$ cat src/rtl/sequenciador_soma_serial.sv
// sequenciador_soma_serial: adds two W-bit operands one nibble per clock by
// driving an external 4-bit ripple-carry adder, LS nibble first. The carry is
// kept in a register between nibbles and the result has a start/busy/done
// handshake.
// Optional feature: define SEQ_SUB_EN to add the `sub` port. With sub=1 the
// block computes op_a - op_b (B inverted, carry-in forced to 1).
module sequenciador_soma_serial #(
    parameter int NIBBLES = 4,
    localparam int W  = 4 * NIBBLES,
    localparam int IW = $clog2(NIBBLES)
) (
    input  logic         clk,
    input  logic         rst,
    input  logic         start,
    input  logic [W-1:0] op_a,
    input  logic [W-1:0] op_b,
    input  logic         cin_ext,
`ifdef SEQ_SUB_EN
    input  logic         sub,
`endif
    output logic         busy,
    output logic         done,
    output logic [W-1:0] result,
    output logic         cout,
    output logic [3:0]   add_a,
    output logic [3:0]   add_b,
    output logic         add_cin,
    input  logic [3:0]   add_sum,
    input  logic         add_cout
);

    typedef enum logic [1:0] {IDLE, RUN, DONE} state_t;

    state_t                  state;
    logic [NIBBLES-1:0][3:0] a_q;
    logic [NIBBLES-1:0][3:0] b_q;
    logic [NIBBLES-1:0][3:0] res_q;
    logic [IW-1:0]           idx;
    logic                    carry;
    logic                    cout_q;
    logic [W-1:0]            b_in;
    logic                    c_in;
    logic                    run;
    logic                    last;

    // Operand conditioning at capture time: subtraction is A + ~B + 1.
`ifdef SEQ_SUB_EN
    assign b_in = sub ? ~op_b : op_b;
    assign c_in = sub ? 1'b1  : cin_ext;
`else
    assign b_in = op_b;
    assign c_in = cin_ext;
`endif

    assign run  = (state == RUN);
    assign last = (idx == IW'(NIBBLES - 1));

    // Nibble mux to the adder; quiet zeros whenever no nibble is in flight.
    assign add_a   = run ? a_q[idx] : 4'h0;
    assign add_b   = run ? b_q[idx] : 4'h0;
    assign add_cin = run ? carry    : 1'b0;

    // Handshake flags are plain decodes of the state register.
    assign busy   = run;
    assign done   = (state == DONE);
    assign result = res_q;
    assign cout   = cout_q;

    // Sequencer: capture operands on start, walk idx across the nibbles,
    // store each adder slice and thread the carry through the register.
    always_ff @(posedge clk) begin
        if (rst) begin
            state  <= IDLE;
            idx    <= '0;
            carry  <= 1'b0;
            res_q  <= '0;
            cout_q <= 1'b0;
            a_q    <= '0;
            b_q    <= '0;
        end else begin
            case (state)
                IDLE, DONE: begin
                    if (start) begin
                        a_q   <= op_a;
                        b_q   <= b_in;
                        carry <= c_in;
                        idx   <= '0;
                        state <= RUN;
                    end else begin
                        state <= IDLE;
                    end
                end
                RUN: begin
                    res_q[idx] <= add_sum;
                    carry      <= add_cout;
                    if (last) begin
                        // idx stays parked at the top nibble; it is cleared on the next start.
                        cout_q <= add_cout;
                        state  <= DONE;
                    end else begin
                        idx <= idx + IW'(1);
                    end
                end
                default: state <= IDLE;
            endcase
        end
    end

endmodule
$ cat config.mk
export PLATFORM = sky130hd
export DESIGN_NAME = sequenciador_soma_serial
export DESIGN_NICKNAME = d
export VERILOG_FILES = /design/src/rtl/sequenciador_soma_serial.sv
export SDC_FILE = /design/constraint.sdc
export NUM_CORES = 1
export LEC_CHECK = 0
export BUFFER_PORTS_ARGS = -buffer_cell sky130_fd_sc_hd__buf_2
export CORE_MARGIN = 3
export CORE_UTILIZATION = 54
export DETAILED_ROUTE_END_ITERATION = 16
export PLACE_DENSITY = 0.88
export SYNTH_ARGS = -nofsm -noshare
export SYNTH_HDL_FRONTEND = slang
export SYNTH_SLANG_ARGS = --single-unit
export TNS_END_PERCENT = 30
$ cat constraint.sdc
create_clock -name clk -period 2.9 [get_ports clk]
set_input_delay 0.29 -clock clk [delete_from_list [all_inputs] [get_ports clk]]
set_output_delay 0.29 -clock clk [all_outputs]
set_load 0.01 [all_outputs]
Yosys cells after proc, flatten, opt, wreduce, memory -nomap -nowiden
Index checks and enable logic that the tools add are counted.
- output and inout bits: 28
- input port bits: 41
- register bits after elaboration: 54
- reductions and logical operators: 8
- add/subtract/negate cells: 1
- order comparisons: 2
- eq/ne operators: 6
- mux-type cells: 18
- operators by type and width (cell ; count):
    2-to-1 mux 4 bit ; 5
    binary-select mux 4 bit (select 2 bit) ; 2
    bitwise mux 16 bit ; 1
    demux 4 bit (select 2 bit) ; 1
    one-hot mux 2 bit (2 select lines) ; 2
    2-to-1 mux 2 bit ; 3
    AND reduction 2 bit ; 3
    equality test 2 bit (second input constant) ; 2
    inequality test 2 bit (second input constant) ; 2
    < comparator 2 x 3 -> 1 bit (second input constant) ; 1
    2-to-1 mux 1 bit ; 3
    AND reduction 3 bit ; 1
    adder 2 x 1 -> 2 bit (second input constant) ; 1
    equality test 2 x 1 -> 1 bit (second input constant) ; 1
    greater-or-equal comparator 2 x 1 -> 1 bit (second input constant) ; 1
    zero test 2 bit ; 1
    inequality test 2 x 1 -> 1 bit (second input constant) ; 1
    one-hot mux 1 bit (2 select lines) ; 1
    nonzero test 2 bit ; 1
    OR reduction 2 bit ; 1
    logical AND 1 bit ; 1

Logic depth before layout (Yosys ltp)
- depth in word-level cells: 5
- gate-level depth with buffers: 6
- mapped depth without buffers: 5

Worst setup path before layout
No wires, ideal clock.
- path kind: register to output
- from: register idx[0]
- to: output add_a[3]
- setup slack: 1.342 ns
- data arrival time: 1.268 ns
- stages on the path, launching flop included: 4
- buffers on the path: 1
- path through: dfxtp_1 buf_2 mux4_2 and2_1
- longest elaborated chain between the ends: 3
- ends and longest elaborated chain (what ; RTL line ; source):
    start: declaration ; 38 ; logic [IW-1:0] idx;
    start signal: assignment ; 101 ; idx <= idx + IW'(1);
    binary-select mux 4 bit (select 2 bit) ; 59 ; assign add_a = run ? a_q[idx] : 4'h0;
    2-to-1 mux 4 bit (not written as such) ; 59 ;
    2-to-1 mux 4 bit ; 59 ;
    end: declaration ; 25 ; output logic [3:0] add_a,
Every way passes these cells. The select of a mux whose other input is x is not followed.

Final worst setup path
- from: register idx[0]
- to: output add_b[2]
- longest elaborated chain between the ends: 3
- ends and longest elaborated chain (what ; RTL line ; source):
    binary-select mux 4 bit (select 2 bit) ; 60 ; assign add_b = run ? b_q[idx] : 4'h0;
    2-to-1 mux 4 bit (not written as such) ; 60 ;
    2-to-1 mux 4 bit ; 60 ;
    end: declaration ; 26 ; output logic [3:0] add_b,
Every way passes these cells. The select of a mux whose other input is x is not followed.

==> impl_metrics.ini <==
[status]
status = complete, no violations

[timing]
finalClockSkew_ns = 0.00482
grt_setup_unrepaired = no
maxSlewHeadroom_pct = 37.6
setup-tns-final_ns = 0
final_max_slew_viol_count = 0
finalSetupViolations = 0
fin_crit_ns = 2.19
hold_violations = 0
worstMarginPinSlew_ns = 0.937
fmax_mhz = 456
timing.final.crit_share_pct = 75.6

[global_routing]
grtUsageTotal_pct = 19.3
grt_overflow_total = 0
grt_max_degree = 55
antenna_found_initial = 0
grt_pass1_wl_um = 7940
grt_pass1_vias = 1896

[cells_and_area]
num_antenna_cells = 0
instances_no_fill = 372
fillCellCount = 325
stdcell_area_um2 = 2680
layout_common_cells = nand2_1 (83), buf_2 (68), dfxtp_1 (54)
register_area_um2 = 1080
nets = 368
syn_to_final_growth_pct = 19.4
layout-drive-gt1-share_pct = 28.1
final_common_cell = nand2_1
multi_input_area_um2 = 1060

[cts]
clk_pin_slew_ns = 0.09
clk_latency_ns = 0.30
clock-root-buffer = clkbuf_8
hold_buffers = 0
postCtsResizedCells = 0
cts_tree = built
postCtsSetupBuffers = 0
cts_buffer_depth = 2
cts_buffers = 5
clock-sinks = 54
htree_levels = 2

[floorplanning]
initial_core_util_pct = 58.8
ios = 69
row_count = 22
die-area_um2 = 4970
dieWidth_um = 70.5
die_h_um = 70.5
core-area_um2 = 3830

[routing]
routed-via-count = 1987
routed_via_density = 5.34
wire_per_inst_um = 12.8
antenna_left = 0
remaining_drc_errors = 0
first_pass_iters = 4
routed_wl_um = 4780
drt_iter0_markers = 85

[yosys]
syn_area_per_cell_um2 = 8.52
ys_types = 20
synth_nets = 309
synth_cells = 264
ys_ff_latch = 54
syn_area_um2 = 2250
synth_warnings = 0
seq_area_frac_synth_pct = 48.1

[placement]
io_buffers = 68
placed_cell_area_um2 = 2570
dp_cells = 364
gp_congestion = 0.780
dp_hpwl_um = 3420

[setup_path]
crit_slowest_cell = dfxtp_1
cp_num_buf_inv = 1
max_stage_delay_ns = 0.73
crit_path_end_kind = primary output
crit_required_ns = 2.61
start_kind = flop
crit_path_cell_trace = mux4_2, and2_1, buf_2
critPathKind = reg2out
critPathArrivalTime_ns = 1.90
cp_top_family = flip-flops
cp_max_fo = 12

[power_and_ir_drop]
peakVddDrop_mv = 0.377
powerDensity_nw_per_um2 = 548
total_power_mw = 1.47
p_leak_nw = 1.14

[job]
max_cap_viol_count = 0

[hold_path]
hp-class = in2reg
per-stage QoR:
stage | hold slack [ns] | worst slack, ns | util (%)
floorplan | 0.426 | 1.34 | -
global placement | 0.439 | 1.04 | 67.2
detailed placement | 0.446 | 1.01 | 67.2
CTS | 0.208 | 0.670 | 70.1
global route | 0.224 | 0.599 | 70.1
finish | 0.217 | 0.709 | 70.1
worst reg2reg max path: cells and delay by family (launching register included):
family                   cells  cell delay [ns]
AND/OR/NAND/NOR              2             0.26
adder cells (fa/ha/maj)      1             0.32
buffers and inverters        1             0.23
AO/OA/AOI/OAI                1             0.14
flip-flops                   1             0.73
state kept, by name, summed over array words and instances, names as in the netlist:
name    flops
a_q        16
b_q        16
result     16
idx         2
state       2
carry       1
cout        1
kinds of logic after synthesis:
family / share of synthesized area, %
AOI/OAI and AO/OA: 12.1
adders and majority gates: 2.23
buffers and inverters: 4.73
DFF: 48.1
muxes: 8.01
and+or+nand+nor: 24.8
cell type report:
class,instances,area share (%)
Tap cell,48,2.24
Sequential cell,54,40.3
Timing Repair Buffer,70,13.2
Inverter,3,0.420
Clock buffer,5,2.56
Multi-Input combinational cell,189,39.6
Clock inverter,3,1.63
cells in the mapped netlist (all sizes together):
| library cell | n | area share, % |
|---|---|---|
| a21oi | 52 | 12 |
| a311oi | 1 | 0.39 |
| and2 | 9 | 2.5 |
| buf | 12 | 3.2 |
| clkbuf | 6 | 1.0 |
| dfxtp | 54 | 48 |
| ha | 4 | 2.2 |
| inv | 3 | 0.50 |
| mux4 | 8 | 8.0 |
| nand2 | 83 | 14 |
| nand2b | 3 | 1.2 |
| nand3 | 19 | 4.2 |
| nand3b | 5 | 1.7 |
| nor2 | 2 | 0.33 |
| nor2b | 2 | 0.56 |
| or3b | 1 | 0.50 |
per-layer routing:
layer | track usage (%) | vias to the layer above | wire length, µm
li1 | - | 1002 | -
met1 | 23.0 | 910 | 2030
met2 | 34.7 | 70 | 2400
met3 | 3.74 | 5 | 304
met4 | 6.38 | 0 | 46
met5 | 0 | - | 0
final timing paths:
| path | to | startpoint | depth (start not counted) | slack (ns) |
|---|---|---|---|---|
| max | add_b[2] | idx[0] | 3 | 0.71 |
| min | a_q[12] | op_a[12] | 3 | 0.22 |
| max reg2reg | result[10] | idx[0] | 5 | 1.14 |
| min reg2reg | b_q[9] | b_q[9] | 2 | 0.46 |
where the power goes:
group          leakage (nW)  switching [mW]  internal [mW]  total [mW]
logic                 0.640          0.0977         0.0787       0.176
clock network        0.0585           0.231          0.259       0.490
registers             0.441          0.0261          0.777       0.804
total                  1.14           0.355           1.11        1.47
Note: power is estimated with default switching activity, not from simulation.
